`src/rtl/kpn_delay_fifo_if.sv`:
```
// kpn_delay_fifo_if
//   Token channel bundle for a KPN delay FIFO: one input (producer -> FIFO)
//   and one output (FIFO -> consumer) valid/ready stream.
//   Ports carried:
//     entry_1 / entry_1_valid / entry_1_ready     input token stream
//     output_1 / output_1_valid / output_1_ready  output token stream
//   Modports:
//     slave  - the FIFO itself
//     master - the surrounding environment (producer and consumer side)
interface kpn_delay_fifo_if #(
  parameter int unsigned WIDTH = 16
);
  logic [WIDTH-1:0] entry_1;
  logic             entry_1_valid;
  logic             entry_1_ready;
  logic [WIDTH-1:0] output_1;
  logic             output_1_valid;
  logic             output_1_ready;

  modport slave (
    input  entry_1,
    input  entry_1_valid,
    output entry_1_ready,
    output output_1,
    output output_1_valid,
    input  output_1_ready
  );

  modport master (
    output entry_1,
    output entry_1_valid,
    input  entry_1_ready,
    input  output_1,
    input  output_1_valid,
    output output_1_ready
  );
endinterface

```
`src/rtl/kpn_delay_fifo_module.sv`:
```
// kpn_delay_fifo_module
//   KPN delay node: a FIFO channel that comes out of reset already holding
//   DELAY_NUMBER tokens of value INIT_VALUE, then forwards accepted input
//   tokens in order. Used for z^-N feedback paths between KPN processes.
//   Ports:
//     clk    - rising-edge clock
//     reset  - asynchronous, active-high; discards contents and reloads the
//              initial tokens
//     io     - token channel (slave side): entry_1* in, output_1* out
//     count  - number of tokens currently stored (0..DEPTH)
//   output_1 is first-word fall-through (combinational read of the head
//   slot). Both ready and valid decode registered count only, so there is
//   no combinational path from output_1_ready to entry_1_ready.
module kpn_delay_fifo_module #(
  parameter int unsigned      WIDTH        = 16,
  parameter int unsigned      DEPTH        = 8,
  parameter int unsigned      DELAY_NUMBER = 4,
  parameter logic [WIDTH-1:0] INIT_VALUE   = '0
) (
  input  logic                         clk,
  input  logic                         reset,
  kpn_delay_fifo_if.slave              io,
  output logic [$clog2(DEPTH+1)-1:0]   count
);

  localparam int unsigned CW = $clog2(DEPTH + 1);
  // Pointer width; a single-slot FIFO still needs a 1-bit pointer.
  localparam int unsigned PW = (DEPTH > 1) ? $clog2(DEPTH) : 1;

  localparam logic [PW-1:0] WR_PTR_INIT = PW'(DELAY_NUMBER % DEPTH);
  localparam logic [CW-1:0] COUNT_INIT  = CW'(DELAY_NUMBER);
  localparam logic [CW-1:0] COUNT_FULL  = CW'(DEPTH);
  localparam logic [PW-1:0] PTR_LAST    = PW'(DEPTH - 1);

  logic [WIDTH-1:0] mem [DEPTH];
  logic [PW-1:0]    rd_ptr;
  logic [PW-1:0]    wr_ptr;
  logic             push;
  logic             pop;

  // Explicit wrap so non-power-of-two depths stay inside 0..DEPTH-1.
  function automatic logic [PW-1:0] ptr_inc(input logic [PW-1:0] p);
    return (p == PTR_LAST) ? '0 : p + 1'b1;
  endfunction

  assign io.entry_1_ready  = (count < COUNT_FULL);
  assign io.output_1_valid = (count != '0);
  assign io.output_1       = mem[rd_ptr];

  assign push = io.entry_1_valid  & io.entry_1_ready;
  assign pop  = io.output_1_valid & io.output_1_ready;

  always_ff @(posedge clk or posedge reset) begin
    if (reset) begin
      for (int unsigned i = 0; i < DEPTH; i++) begin
        mem[i] <= INIT_VALUE;
      end
      rd_ptr <= '0;
      wr_ptr <= WR_PTR_INIT;
      count  <= COUNT_INIT;
    end else begin
      if (push) begin
        mem[wr_ptr] <= io.entry_1;
        wr_ptr      <= ptr_inc(wr_ptr);
      end
      if (pop) begin
        rd_ptr <= ptr_inc(rd_ptr);
      end
      case ({push, pop})
        2'b10:   count <= count + 1'b1;
        2'b01:   count <= count - 1'b1;
        default: count <= count;
      endcase
    end
  end

endmodule

```
`src/flat_wrapper.sv`:
```
// flat-port wrapper written by rule: the top's interface ports become plain ports
module kpn_delay_fifo_module_flat 
#(
  parameter int unsigned      WIDTH        = 16,
  parameter int unsigned      DEPTH        = 8,
  parameter int unsigned      DELAY_NUMBER = 4,
  parameter logic [WIDTH-1:0] INIT_VALUE   = '0
)
  (clk, reset, count, io_entry_1, io_entry_1_valid, io_entry_1_ready, io_output_1, io_output_1_valid, io_output_1_ready);
  kpn_delay_fifo_if #(.WIDTH(WIDTH)) io_i ();
  input  logic clk;
  input  logic reset;
  output logic [$clog2(DEPTH+1)-1:0] count;
  input wire logic [$bits(io_i.entry_1)-1:0] io_entry_1;
  input wire logic [$bits(io_i.entry_1_valid)-1:0] io_entry_1_valid;
  output wire logic [$bits(io_i.entry_1_ready)-1:0] io_entry_1_ready;
  output wire logic [$bits(io_i.output_1)-1:0] io_output_1;
  output wire logic [$bits(io_i.output_1_valid)-1:0] io_output_1_valid;
  input wire logic [$bits(io_i.output_1_ready)-1:0] io_output_1_ready;
  assign io_i.entry_1 = io_entry_1;
  assign io_i.entry_1_valid = io_entry_1_valid;
  assign io_entry_1_ready = io_i.entry_1_ready;
  assign io_output_1 = io_i.output_1;
  assign io_output_1_valid = io_i.output_1_valid;
  assign io_i.output_1_ready = io_output_1_ready;
  kpn_delay_fifo_module #(.WIDTH(WIDTH), .DEPTH(DEPTH), .DELAY_NUMBER(DELAY_NUMBER), .INIT_VALUE(INIT_VALUE)) u_core (.clk(clk), .reset(reset), .io(io_i), .count(count));
endmodule
```
`config.mk`:
```
export PLATFORM = sky130hd
export DESIGN_NAME = kpn_delay_fifo_module_flat
export DESIGN_NICKNAME = d
export VERILOG_FILES = /design/src/rtl/kpn_delay_fifo_if.sv /design/src/rtl/kpn_delay_fifo_module.sv /design/src/flat_wrapper.sv
export SDC_FILE = /design/constraint.sdc
export NUM_CORES = 1
export LEC_CHECK = 0
export BUFFER_PORTS_ARGS = -buffer_cell sky130_fd_sc_hd__buf_4
export CAP_MARGIN = 20
export CORE_ASPECT_RATIO = 0.75
export CORE_MARGIN = 3
export CORE_UTILIZATION = 45
export CTS_CLUSTER_SIZE = 10
export DETAILED_ROUTE_END_ITERATION = 10
export PLACE_DENSITY = 0.63
export SYNTH_ARGS = -nofsm -noshare
export SYNTH_HDL_FRONTEND = slang
export SYNTH_SLANG_ARGS = --single-unit
```
`constraint.sdc`:
```
create_clock -name clk -period 5.4 [get_ports clk]
set_input_delay 0.54 -clock clk [delete_from_list [all_inputs] [get_ports clk]]
set_output_delay 0.54 -clock clk [all_outputs]
set_load 0.03 [all_outputs]
```
==> metrics.yaml <==
cts_hold_buffers: 0
reg2reg_setup_slack_ns: 2.80
timing.max_slew.rel_slack: 0.306
fp.dieW_um: 144
sequence_of_cells_on_the_critical_path: "buf_4 -> mux4_2 -> mux2_2 -> buf_4"
grt_first_pass_wirelength_um: 20700
leakage_nw: 3.32
detail_route.drc_violations: 0
period_needed_ns: 3.09
status: "finished clean"
worst_ep_required_time_ns: 4.86
rsz0062_at_grt: "false"
wl_per_cell_um: 20.4
fillerInstances: 1130
worst_slew_pin_slew_ns: 1.04
layout-area-overhead-vs-synth_pct: 15.6
cts_resized: 0
dieHeight_um: 110
clk_latency_ns: 0.41
std_cell_core_area_um2: 13800
tns_setup_ns: 0
place.port_buffers: 41
hp-class: "input pin to asynchronous set/reset pin"
ir_worst_vdd_mv: 0.337
final_hold_viol_count: 0
setup.worst_path.end_class: "output port"
postPlaceCellArea_um2: 6860
timing.critical_path.fanout_max: 18
worst-setup-path-type: "flip-flop to output port"
max-clock-path-buffers: 2
pin_count_of_the_biggest_net_entering_global_routing: 74
row_count: 37
syn-mean-instance-area_um2: 16.7
arrival_ns: 2.55
floorplan.initialDensity: 0.466
placer_s_final_routability_congestion_estimate: 0.711
crit-reg2reg-launch: "u_core.count[1]"
die-area_um2: 15800
synth-warning-count: 0
synth_fp_nets: 413
cts_tree: "yes"
timing.max_cap.violations: 0
timing.reg2reg.worst_path_depth: 10
postSynthRegisterBits: 138
multi_input_area_um2: 2800
vias: 3425
drt_first_iter_violations: 121
area.sequential_um2: 3460
globalRoute.totalOverflow: 0
mostFrequentLayoutCells: "mux2_2 (148), dfrtp_1 (135), buf_4 (46)"
setup_viol: 0
synth.yosys.seq_area_share: 0.536
cts_setup_buffers: 0
timing.final.max_slew_violations: 0
dp_hpwl_um: 7630
clock_skew_ns: 0.0116
first_global_vias: 3649
critical_path.reg2reg.endpoint: "u_core.count[2]"
postLayoutCellArea_um2: 7450
number_of_buffers_created_by_cts: 17
antenna_found_initial: 0
routed_vias_inst: 5.54
post_synth_num_cell_types: 36
cts_max_level: 4
netlist_area_um2: 6440
wl_um: 12600
finalHoldWorstSlack_ns: 0.331
critPathLaunchType: "flip-flop"
postSynthCellCount: 386
leading_cell_type_in_the_layout_fill_and_taps_excluded: "mux2_2"
grt_usage: 0.173
crit_top_cell: "buf_4"
cts.clk_slew.worst_paths_ns: 0.06
power_per_cell_area_nw_per_um2: 685
slowest_stage: "dfrtp_1"
antennaDiodeCount: 0
number_of_ports_placed_on_the_die_boundary: 42
cts_sinks: 138
worst_path_largest_cell_delay_ns: 0.92
antenna_left: 0
final_net_count: 457
ctsRootBufferMaster: "clkbuf_16"
layout-drive-gt1-share: 0.621
first_pass_iters: 4
fmax_mhz: 323
timing.final.crit_share: 0.572
[metrics by stage]
| stage | util | setup slack, ns | power [W] | cells |
|---|---|---|---|---|
| 2_1_floorplan | - | 1.17 | 0.00349 | 386 |
| 3_3_place_gp | 0.494 | 2.70 | 0.00395 | 584 |
| 3_5_place_dp | 0.496 | 2.68 | 0.00402 | 585 |
| 4_1_cts | 0.537 | 2.24 | 0.00516 | 617 |
| 5_1_grt | 0.538 | 2.15 | 0.00541 | 618 |
| 6_report | 0.538 | 2.31 | 0.00510 | 618 |
[worst max-delay path, delay by kind of cell, from the launching register on]
family | cells | cell delay (ns)
buffers and inverters | 2 | 0.58
muxes | 2 | 0.64
DFF | 1 | 0.92
[power by group]
part	switching [W]	internal, W	leakage (nW)
sequential	0.000370	0.00154	1.70
combinational	0.000889	0.00118	1.33
clock	0.000445	0.000680	0.287
[Yosys cell counts (all sizes together)]
cell | number | area, um2
a21o | 2 | 15.0
a21oi | 1 | 5.00
a22oi | 1 | 7.51
a31oi | 1 | 6.26
buf | 19 | 151
clkbuf | 4 | 26.3
dfrtp | 136 | 3400
dfstp | 2 | 52.6
ha | 7 | 87.6
inv | 3 | 11.3
mux2 | 148 | 1670
mux4 | 32 | 721
nand2 | 4 | 17.5
nand2b | 2 | 12.5
nand3 | 1 | 17.5
nand3b | 3 | 47.6
nand4 | 1 | 12.5
nand4b | 1 | 8.76
nor2 | 4 | 41.3
nor3 | 4 | 31.3
nor3b | 2 | 37.5
o21ai | 1 | 5.00
or4 | 1 | 7.51
xnor2 | 2 | 17.5
xor2 | 4 | 35.0
[kinds of logic after synthesis]
group / after synthesis / share of synthesized area
xor gates and xnor gates: 6 / 0.00815
DFF: 138 / 0.536
buffers and inverters: 26 / 0.0293
and+or+nand+nor: 23 / 0.0363
AOI/OAI and AO/OA: 6 / 0.00602
muxes: 180 / 0.370
adders and majority gates: 7 / 0.0136
[area by class of cell]
type | count | area share
Clock buffer | 17 | 0.0571
Sequential cell | 138 | 0.464
Multi-Input combinational cell | 222 | 0.376
Clock inverter | 15 | 0.0201
Timing Repair Buffer | 48 | 0.0520
Inverter | 3 | 0.00185
Tap cell | 175 | 0.0294
[worst max-delay path by stage]
stage	start	endpoint
final	u_core.rd_ptr[1]	io_output_1[8]
after global routing	u_core.rd_ptr[1]	io_output_1[8]
after CTS	u_core.rd_ptr[1]	io_output_1[8]
after detailed placement	u_core.rd_ptr[1]	io_output_1[15]
after global placement	u_core.rd_ptr[1]	io_output_1[15]
after floorplan	reset	u_core.count[0]
[flip-flops by register name, summed over array words and instances, names as in the netlist]
register       cells
u_core.count       4
u_core.mem       128
u_core.rd_ptr      3
u_core.wr_ptr      3
[per-layer routing]
metal,vias up,track usage,wire (um)
met5,-,0,0
met3,5,0.0426,341
met1,1843,0.254,6280
li1,1530,-,-
met4,0,0.0399,44
met2,47,0.265,5920
No activity file was read; power rests on OpenSTA's default activity.
